$ cat config.mk
export PLATFORM = sky130hd
export DESIGN_NAME = div_sequencer
export DESIGN_NICKNAME = d
export VERILOG_FILES = /design/src/rtl/div_sequencer.sv
export SDC_FILE = /design/constraint.sdc
export NUM_CORES = 1
export LEC_CHECK = 0
export BUFFER_PORTS_ARGS = -buffer_cell sky130_fd_sc_hd__buf_2
export CORE_UTILIZATION = 42
export CTS_CLUSTER_DIAMETER = 200
export DETAILED_ROUTE_END_ITERATION = 7
export PLACE_DENSITY = 0.75
export SYNTH_ARGS = -nofsm -noshare
export SYNTH_HDL_FRONTEND = slang
export SYNTH_SLANG_ARGS = --single-unit
$ cat constraint.sdc
create_clock -name clk -period 1.55 [get_ports clk]
set_input_delay 0.0775 -clock clk [delete_from_list [all_inputs] [get_ports clk]]
set_output_delay 0.0775 -clock clk [all_outputs]
set_load 0.05 [all_outputs]
$ cat src/rtl/div_sequencer.sv
// Division controller: repeated subtraction on the shared ALU/mux/register-file datapath.
// Emits the 15-bit control word {alu, mux_a, mux_b, reg, w} and a start/done handshake.
module div_sequencer #(
    parameter int          ITER_W   = 8,
    parameter int          MAX_ITER = 255,
    parameter logic [1:0]  ALU_ADD  = 2'b00,
    parameter logic [1:0]  ALU_SUB  = 2'b01,
    parameter logic [3:0]  R_ZERO   = 4'd0,
    parameter logic [3:0]  R_DVD    = 4'd1,
    parameter logic [3:0]  R_DVS    = 4'd2,
    parameter logic [3:0]  R_QUO    = 4'd3,
    parameter logic [3:0]  R_ONE    = 4'd4
) (
    input  logic              clk,
    input  logic              rst,
    input  logic              start,
    input  logic              mayor,
    input  logic              bandera,
    input  logic              zero,
    output logic [14:0]       o_signal,
    output logic              busy,
    output logic              done,
    output logic              err,
    output logic [ITER_W-1:0] iter_cnt
);

    typedef enum logic [2:0] {
        S_IDLE,
        S_CLRQ,
        S_CHKZ,
        S_CMP,
        S_SUB,
        S_INC,
        S_DONE,
        S_ERR
    } state_t;

    state_t              state_q, state_d;
    logic [ITER_W-1:0]   iter_q, iter_d;
    logic [ITER_W-1:0]   iter_inc;

    function automatic logic [14:0] cw(
        input logic [1:0] alu,
        input logic [3:0] ma,
        input logic [3:0] mb,
        input logic [3:0] rg,
        input logic       w
    );
        return {alu, ma, mb, rg, w};
    endfunction

    assign iter_inc = iter_q + 1'b1;
    assign iter_cnt = iter_q;

    always_ff @(posedge clk or posedge rst) begin
        if (rst) begin
            state_q <= S_IDLE;
            iter_q  <= '0;
        end else begin
            state_q <= state_d;
            iter_q  <= iter_d;
        end
    end

    always_comb begin
        state_d  = state_q;
        iter_d   = iter_q;
        o_signal = '0;
        busy     = 1'b0;
        done     = 1'b0;
        err      = 1'b0;
        unique case (state_q)
            S_IDLE: begin
                if (start) begin
                    state_d = S_CLRQ;
                    iter_d  = '0;
                end
            end
            S_CLRQ: begin
                busy     = 1'b1;
                o_signal = cw(ALU_SUB, R_QUO, R_QUO, R_QUO, 1'b1);
                state_d  = S_CHKZ;
            end
            S_CHKZ: begin
                busy     = 1'b1;
                o_signal = cw(ALU_SUB, R_DVS, R_ZERO, 4'd0, 1'b0);
                state_d  = zero ? S_ERR : S_CMP;
            end
            S_CMP: begin
                busy     = 1'b1;
                o_signal = cw(ALU_SUB, R_DVD, R_DVS, 4'd0, 1'b0);
                state_d  = (mayor | bandera) ? S_SUB : S_DONE;
            end
            S_SUB: begin
                busy     = 1'b1;
                o_signal = cw(ALU_SUB, R_DVD, R_DVS, R_DVD, 1'b1);
                state_d  = S_INC;
            end
            S_INC: begin
                busy     = 1'b1;
                o_signal = cw(ALU_ADD, R_QUO, R_ONE, R_QUO, 1'b1);
                iter_d   = iter_inc;
                // Overflow is caught before the counter can wrap.
                state_d  = (iter_inc == ITER_W'(MAX_ITER)) ? S_ERR : S_CMP;
            end
            S_DONE: begin
                done    = 1'b1;
                state_d = S_IDLE;
            end
            S_ERR: begin
                done    = 1'b1;
                err     = 1'b1;
                state_d = S_IDLE;
            end
            default: begin
                state_d = S_IDLE;
            end
        endcase
    end

endmodule

==> results of run 1 <==
[sequential cells by signal, indices dropped and copies added, names as in the netlist]
register,count
state_q,3
iter_cnt,8
[critical path: stages (launching register included)]
cell and delay, ps:
dfrtp_2 450, ha_4 190, or2b_1 240, nor4_2 240, a41oi_1 90, o41ai_2 200
[layout make-up]
type / instances / area [um2] / area share (%)
clock buffers: 4 / 26.3 / 2.48
multi-input cells: 73 / 483 / 45.6
well taps: 25 / 31.3 / 2.96
flip-flops and latches: 11 / 283 / 26.7
inverters: 4 / 15.0 / 1.42
repair buffers: 35 / 220 / 20.8
[path summary, 6_finish.rpt]
kind	depth (start not counted)	slack [ps]	to
min in group asynchronous	3	330	state_q[2]
hold / removal	4	110	state_q[1]
max in group asynchronous	3	890	iter_cnt[1]
setup reg to reg	5	50	state_q[2]
setup / recovery	5	50	state_q[2]
hold reg to reg	2	520	iter_cnt[7]
[cells by family (layout without fill, tap and decap cells)]
family | Yosys count | in the layout
adders and majority gates | 2 | 2
other | 1 | 6
DFF | 11 | 11
muxes | 1 | 1
and+or+nand+nor | 31 | 31
AOI/OAI and AO/OA | 30 | 30
buffers and inverters | 17 | 43
xor gates and xnor gates | 3 | 3
[through the flow]
| stage | cells | hold slack, ps |
|---|---|---|
| finish | 152 | 109 |
| global route | 152 | 127 |
| CTS | 148 | 104 |
| detailed placement | 143 | 95.9 |
| global placement | 143 | 91.6 |
| floorplan | 101 | -70.4 |
[metal layers]
metal,vias up,GRT usage (%),wire length [um]
met5,-,0,0
met4,0,10.9,38
met3,5,5.95,86
met2,25,28.6,894
met1,355,22.7,761
li1,386,-,-
[cells in the mapped netlist (all sizes together)]
cell type  number  area, um2
a21oi           5       25.0
a31oi           1       6.26
nand4           3       25.0
and2            3       18.8
ha              2       25.0
conb            1       3.75
or2b            1       7.51
o21ai          14       70.1
nor2b           2       12.5
and3            2       12.5
nor2            5       18.8
inv             4       15.0
a2bb2oi         1       8.76
buf            10       70.1
nand2           7       26.3
dfrtp          11        275
nand3b          1       7.51
a21boi          2       15.0
nand2b          1       6.26
a41oi           1       8.76
xnor2           2       17.5
o41ai           1       16.3
mux2            1       11.3
xor2            1       8.76
a21o            2       15.0
o31ai           1       7.51
or3b            1       8.76
o21bai          1       7.51
o211ai          1       7.51
nand3           4       20.0
nor4            1       6.26
clkbuf          3       12.5
[timing repair]
| item | CTS | global route |
|---|---|---|
| gates resized for setup | 3 | 16 |
| hold endpoints to repair | 11 | 0 |
| endpoints found under the setup margin | 4 | 15 |
| hold buffers | 1 | 0 |
| buffers inserted | 0 | 4 |
==> results.json, run 1 <==
{
  "clock_latency_ps": 280,
  "grt_overflow_total": 0,
  "dieWidth_um": 45.6,
  "outcome": "finished, final reports clean",
  "hpwl_um": 1240,
  "synth-compound-area-share_pct": 23.5,
  "antenna_found_initial": 0,
  "min_period_over_period_pct": 96.8,
  "hold_path.startpoint": "mayor",
  "required_ps": 1730,
  "end_kind": "register",
  "finalHoldViolCount": 0,
  "nFillCells": 166,
  "initial_utilization_pct": 45.7,
  "fp-row-count": 15,
  "area_delta_synth_final_pct": 32.8,
  "grt_usage_pct": 18.6,
  "grt_max_degree": 12,
  "root_buffer": "clkbuf_4",
  "finalInstanceArea_um2": 1060,
  "synth_top_family_by_area": "compound AO/OA/AOI/OAI gates",
  "final_util_pct": 60.6,
  "place_congestion": 0.815,
  "fin_nets": 136,
  "clkTransAtPathRegs_ps": 70,
  "drt-total-wl_um": 1780,
  "drtIter0Drc": 6,
  "crit_type": "reg2reg",
  "cap_violations": 0,
  "cp_data_arrival_time_ps": 1690,
  "avgSynthCellArea_um2": 8.30,
  "clock_path_buffers": 2,
  "period_needed_ps": 1500,
  "rsz0062_at_grt": "yes",
  "place_area_um2": 955,
  "portBuffers": 25,
  "setup-tns-final_ps": 0,
  "grt_pass1_wl_um": 2640,
  "reg2reg_from": "iter_cnt[1]",
  "syn_inst": 96,
  "core_um2": 1750,
  "via_count": 771,
  "cts_buffers": 3,
  "synth-seq-cells": 11,
  "report.final.slew_viol_count": 0,
  "cts.sinks": 11,
  "final_cell_mix": "buf_2 (18), buf_4 (12), o21ai_0 (9)",
  "drtAntennaViolNets": 0,
  "timing.final.ws_setup_ps": 49.1,
  "num_antenna_cells": 0,
  "finClkSkew_ps": 5.23,
  "drive_gt1_share_pct": 42.5,
  "fmax_mhz": 666,
  "pre_cts_ws_ps": 31.0,
  "drt-wirelength-per-cell_um": 11.7,
  "final_common_cell": "buf_2",
  "finalSetupViolCount": 0,
  "netlist_area_um2": 797,
  "synthXorXnorAreaFrac_pct": 3.30,
  "cts_tree": "yes",
  "start_kind": "register",
  "drt_first_pass_iters": 3,
  "startpoint": "iter_cnt[1]",
  "grt_pass1_vias": 586,
  "via_per_inst": 5.07,
  "min_path_type": "in2reg",
  "h-tree-depth": 1,
  "fp.dieH_um": 45.6,
  "synthMuxAreaShare_pct": 1.41,
  "critPathMaxFanout": 7,
  "ios": 32,
  "drc": 0,
  "synth_adder_area_share_pct": 3.14,
  "ys_seq_area_share_pct": 34.5,
  "die-area_um2": 2080,
  "yosysWarnings": 0,
  "synthSimpleGateAreaFrac_pct": 21.4,
  "synth_cell_types": 35
}
Power of run 1 is left out: the tool's default activity adds up to more than one toggle a clock period on the data nets, which glitch-free logic cannot reach.
==> run 2: changes to the inputs <==
--- a/config.mk
+++ b/config.mk
@@ -6,10 +6,11 @@
 export NUM_CORES = 1
 export LEC_CHECK = 0
 export BUFFER_PORTS_ARGS = -buffer_cell sky130_fd_sc_hd__buf_2
-export CORE_UTILIZATION = 42
+export CAP_MARGIN = 20
+export CORE_UTILIZATION = 28
 export CTS_CLUSTER_DIAMETER = 200
 export DETAILED_ROUTE_END_ITERATION = 7
-export PLACE_DENSITY = 0.75
+export PLACE_DENSITY = 0.54
 export SYNTH_ARGS = -nofsm -noshare
 export SYNTH_HDL_FRONTEND = slang
 export SYNTH_SLANG_ARGS = --single-unit
==> results.json, run 2 (same netlist as run 1, synthesis figures left out) <==
{
  "initial_utilization_pct": 30.8,
  "grt_usage_pct": 14.2,
  "place_congestion": 0.815,
  "die-area_um2": 3060,
  "portBuffers": 25,
  "dieWidth_um": 55.4,
  "report.final.slew_viol_count": 0,
  "final_cells": 158,
  "cts_buffers": 3,
  "end_kind": "register",
  "min_path_type": "in2reg",
  "drc": 0,
  "final_common_cell": "buf_2",
  "period_needed_ps": 1530,
  "start_kind": "register",
  "drt_first_pass_iters": 4,
  "rsz0062_at_grt": "yes",
  "antenna_found_initial": 0,
  "cts_tree": "yes",
  "finClkSkew_ps": 1.91,
  "grt_max_degree": 12,
  "core_um2": 2590,
  "cp_data_arrival_time_ps": 1700,
  "cap_violations": 0,
  "ios": 32,
  "cp_slowest_stage_delay_ps": 450,
  "crit_type": "reg2reg",
  "fp.dieH_um": 55.4,
  "critPathMaxFanout": 7,
  "cts.sinks": 11,
  "hpwl_um": 1490,
  "fin_nets": 137,
  "drtAntennaViolNets": 0,
  "clock_path_buffers": 2,
  "clock_latency_ps": 270,
  "finalHoldViolCount": 0,
  "finalInstanceArea_um2": 1080,
  "via_count": 775,
  "outcome": "finished, final reports clean",
  "required_ps": 1730,
  "area_delta_synth_final_pct": 35.3,
  "drive_gt1_share_pct": 43.0,
  "crit_chain": "ha_4 > or2b_1 > nor4_2 > a41oi_2 > o41ai_2",
  "grt_pass1_wl_um": 3450,
  "fmax_mhz": 655,
  "place_inst": 151,
  "cp_num_buf_inv": 0,
  "min_period_over_period_pct": 98.5,
  "r2r_setup_slack_ps": 20,
  "final_util_pct": 41.6,
  "h-tree-depth": 1,
  "grt_pass1_vias": 744,
  "drt-wirelength-per-cell_um": 13.0,
  "fp-row-count": 18,
  "num_antenna_cells": 0,
  "root_buffer": "clkbuf_4",
  "crit_family": "simple AND/OR/NAND/NOR gates",
  "clkTransAtPathRegs_ps": 70,
  "hold_ws_ps": 110,
  "drtIter0Drc": 9,
  "drt-total-wl_um": 2060,
  "final_cell_mix": "buf_2 (19), buf_4 (13), o21ai_0 (12)",
  "place_area_um2": 983,
  "slowest_stage": "dfrtp_2",
  "finalSetupViolCount": 0,
  "via_per_inst": 4.91,
  "grt_overflow_total": 0,
  "largest_reg_flops": 8,
  "nFillCells": 272
}
## run 2: changes by cell type in the layout (fill, tap and decap cells not counted), sizes merged
cell,previous run,this run
clkbuf,8,6
buf,30,33
## run 2: timing repair
action	CTS	global route
hold buffers	1	0
pin swaps	0	0
endpoints found under the hold margin	11	0
resized for setup	3	14
buffers inserted	2	0
endpoints found under the setup margin	5	10
## run 2: path summary, 6_finish.rpt
path                             start  cells after the start     endpoint
max                        iter_cnt[1]                      5   state_q[2]
min                              mayor                      4   state_q[1]
max reg2reg                iter_cnt[1]                      5   state_q[2]
min reg2reg                iter_cnt[7]                      2  iter_cnt[7]
max in group asynchronous          rst                      3  iter_cnt[1]
min in group asynchronous          rst                      3  iter_cnt[2]
## run 2: final cells by class
type / count / area [um2] / area share [%]
clock buffer: 4 / 26.3 / 2.44
inverter: 4 / 15.0 / 1.39
multi-input combinational: 73 / 489 / 45.4
sequential: 11 / 282 / 26.1
tap: 30 / 37.5 / 3.48
timing repair buffer: 36 / 229 / 21.2
## run 2: routing by layer
metal / up-vias / GRT usage, % / part of all wire, %
li1: 387 / - / -
met1: 357 / 16.9 / 45
met2: 29 / 24.1 / 49
met3: 2 / 4.92 / 5.9
met4: 0 / 4.29 / 0.58
met5: - / 0 / 0
## run 2: tightest hold or removal path, stage by stage
cell and delay [ps]:
buf_2 70, o21ai_0 70, nand2_1 70, a21oi_1 60
## run 2: metrics by stage
step	worst slack, ps	setup TNS, ps
5_1_grt	-61.7	-61.7
3_5_place_dp	18.5	0
2_1_floorplan	-110	-301
3_3_place_gp	94.9	0
4_1_cts	0.620	0
6_report	22.6	0
Power of run 2 is left out for the same reason.
==> run 3: changes to the inputs <==
--- a/config.mk
+++ b/config.mk
@@ -10,7 +10,7 @@
 export CORE_UTILIZATION = 28
 export CTS_CLUSTER_DIAMETER = 200
 export DETAILED_ROUTE_END_ITERATION = 7
-export PLACE_DENSITY = 0.54
+export PLACE_DENSITY_LB_ADDON = 0.2
 export SYNTH_ARGS = -nofsm -noshare
 export SYNTH_HDL_FRONTEND = slang
 export SYNTH_SLANG_ARGS = --single-unit
==> results.json, run 3 (same netlist as run 1, synthesis figures left out) <==
{
  "outcome": "finished, final reports clean",
  "drc": 0,
  "crit_type": "reg2out",
  "area_delta_synth_final_pct": 32.2,
  "cts.sinks": 11,
  "hold_depth": 4,
  "fp.dieH_um": 55.4,
  "end_kind": "primary output",
  "cpMostUsedCell": "buf_4",
  "rsz0062_at_grt": "yes",
  "via_count": 768,
  "finalSetupViolCount": 0,
  "reg2reg_from": "iter_cnt[0]",
  "drt-wirelength-per-cell_um": 11.8,
  "min_to": "state_q[1]",
  "fin_nets": 136,
  "r2r_cells": 5,
  "portBuffers": 25,
  "num_antenna_cells": 0,
  "final_common_cell": "buf_2",
  "place_area_um2": 983,
  "final_cell_mix": "buf_2 (19), o21ai_0 (13), buf_4 (12)",
  "report.final.slew_viol_count": 0,
  "h-tree-depth": 1,
  "die-area_um2": 3060,
  "drive_gt1_share_pct": 41.7,
  "hold_path.startpoint": "mayor",
  "critPathMaxFanout": 10,
  "cp_num_buf_inv": 3,
  "slowest_stage": "dfrtp_1",
  "period_needed_ps": 1490,
  "drt-total-wl_um": 1860,
  "ios": 32,
  "r2r_setup_slack_ps": 90,
  "fp-row-count": 18,
  "grt_pass1_wl_um": 3080,
  "hpwl_um": 1340,
  "via_per_inst": 4.89,
  "min_path_type": "in2reg",
  "place_congestion": 0.793,
  "drtAntennaViolNets": 0,
  "clkTransAtPathRegs_ps": 70,
  "crit_chain": "buf_4 > nor2_2 > buf_4 > a21oi_2 > clkbuf_4",
  "initial_utilization_pct": 30.8,
  "finClkSkew_ps": 6.26,
  "grt_max_degree": 12,
  "start_kind": "register",
  "startpoint": "state_q[0]",
  "r2r-end": "state_q[2]",
  "cp_slowest_stage_delay_ps": 380,
  "antenna_found_initial": 0,
  "required_ps": 1470,
  "fmax_mhz": 671,
  "finalInstanceArea_um2": 1050,
  "grt_usage_pct": 12.3,
  "min_period_over_period_pct": 96.1,
  "crit_family": "buffers and inverters",
  "largest_reg_flops": 8,
  "finalHoldViolCount": 0,
  "cap_violations": 0,
  "clock_latency_ps": 270,
  "cts_tree": "yes",
  "clock_path_buffers": 2,
  "root_buffer": "clkbuf_4",
  "cts_buffers": 3,
  "drt_first_pass_iters": 4,
  "dieWidth_um": 55.4,
  "drtIter0Drc": 14,
  "cp_data_arrival_time_ps": 1410,
  "nFillCells": 268,
  "core_um2": 2590,
  "grt_overflow_total": 0,
  "grt_pass1_vias": 691
}
[run 3: tightest hold or removal path, delay by kind of cell]
family                 cells  cell delay [ps]
buffers and inverters      1               70
AO/OA/AOI/OAI              2              120
AND/OR/NAND/NOR            1               60
[run 3: what timing repair did]
action	CTS	global route
buffers inserted	0	1
setup endpoints to repair	4	8
pin swaps	0	2
cloned	0	0
gates resized for setup	2	11
hold buffers	1	0
endpoints found under the hold margin	11	0
[run 3: worst max path at each step]
stage,endpoint,slack [ps],cells after the start
2_1_floorplan,o_signal[1],-110,3
3_3_place_gp,state_q[2],90,5
3_5_place_dp,state_q[2],30,5
4_1_cts,o_signal[6],10,4
5_1_grt,busy,-30,5
6_report,busy,60,5
[run 3: metrics by stage]
step                      instances  hold WS, ps  TNS, ps  worst slack (ps)  utilization [%]
after floorplan                 101        -70.4     -301              -110                -
after global placement          151         99.1        0              88.6             38.0
after detailed placement        151          110        0              30.5             38.0
after CTS                       156         83.3        0              14.1             39.6
after global routing            157          138    -54.7             -28.1             40.7
final                           157         89.8        0              60.2             40.7
[run 3: layer usage]
metal	wire, um	global-route usage (%)	up-vias	share of wire [%]
met3	108	4.22	0	5.8
li1	-	-	386	-
met2	858	21.0	29	46
met4	0	1.07	0	0
met5	0	0	-	0
met1	890	15.5	353	48
[run 3: area by class of cell]
type | count | area [um2] | share of cell area, %
clock buffer | 4 | 26.3 | 2.49
inverter | 4 | 15.0 | 1.43
multi-input combinational | 73 | 475 | 45.1
sequential | 11 | 282 | 26.7
tap | 30 | 37.5 | 3.56
timing repair buffer | 35 | 218 | 20.7
Power of run 3 is left out for the same reason.
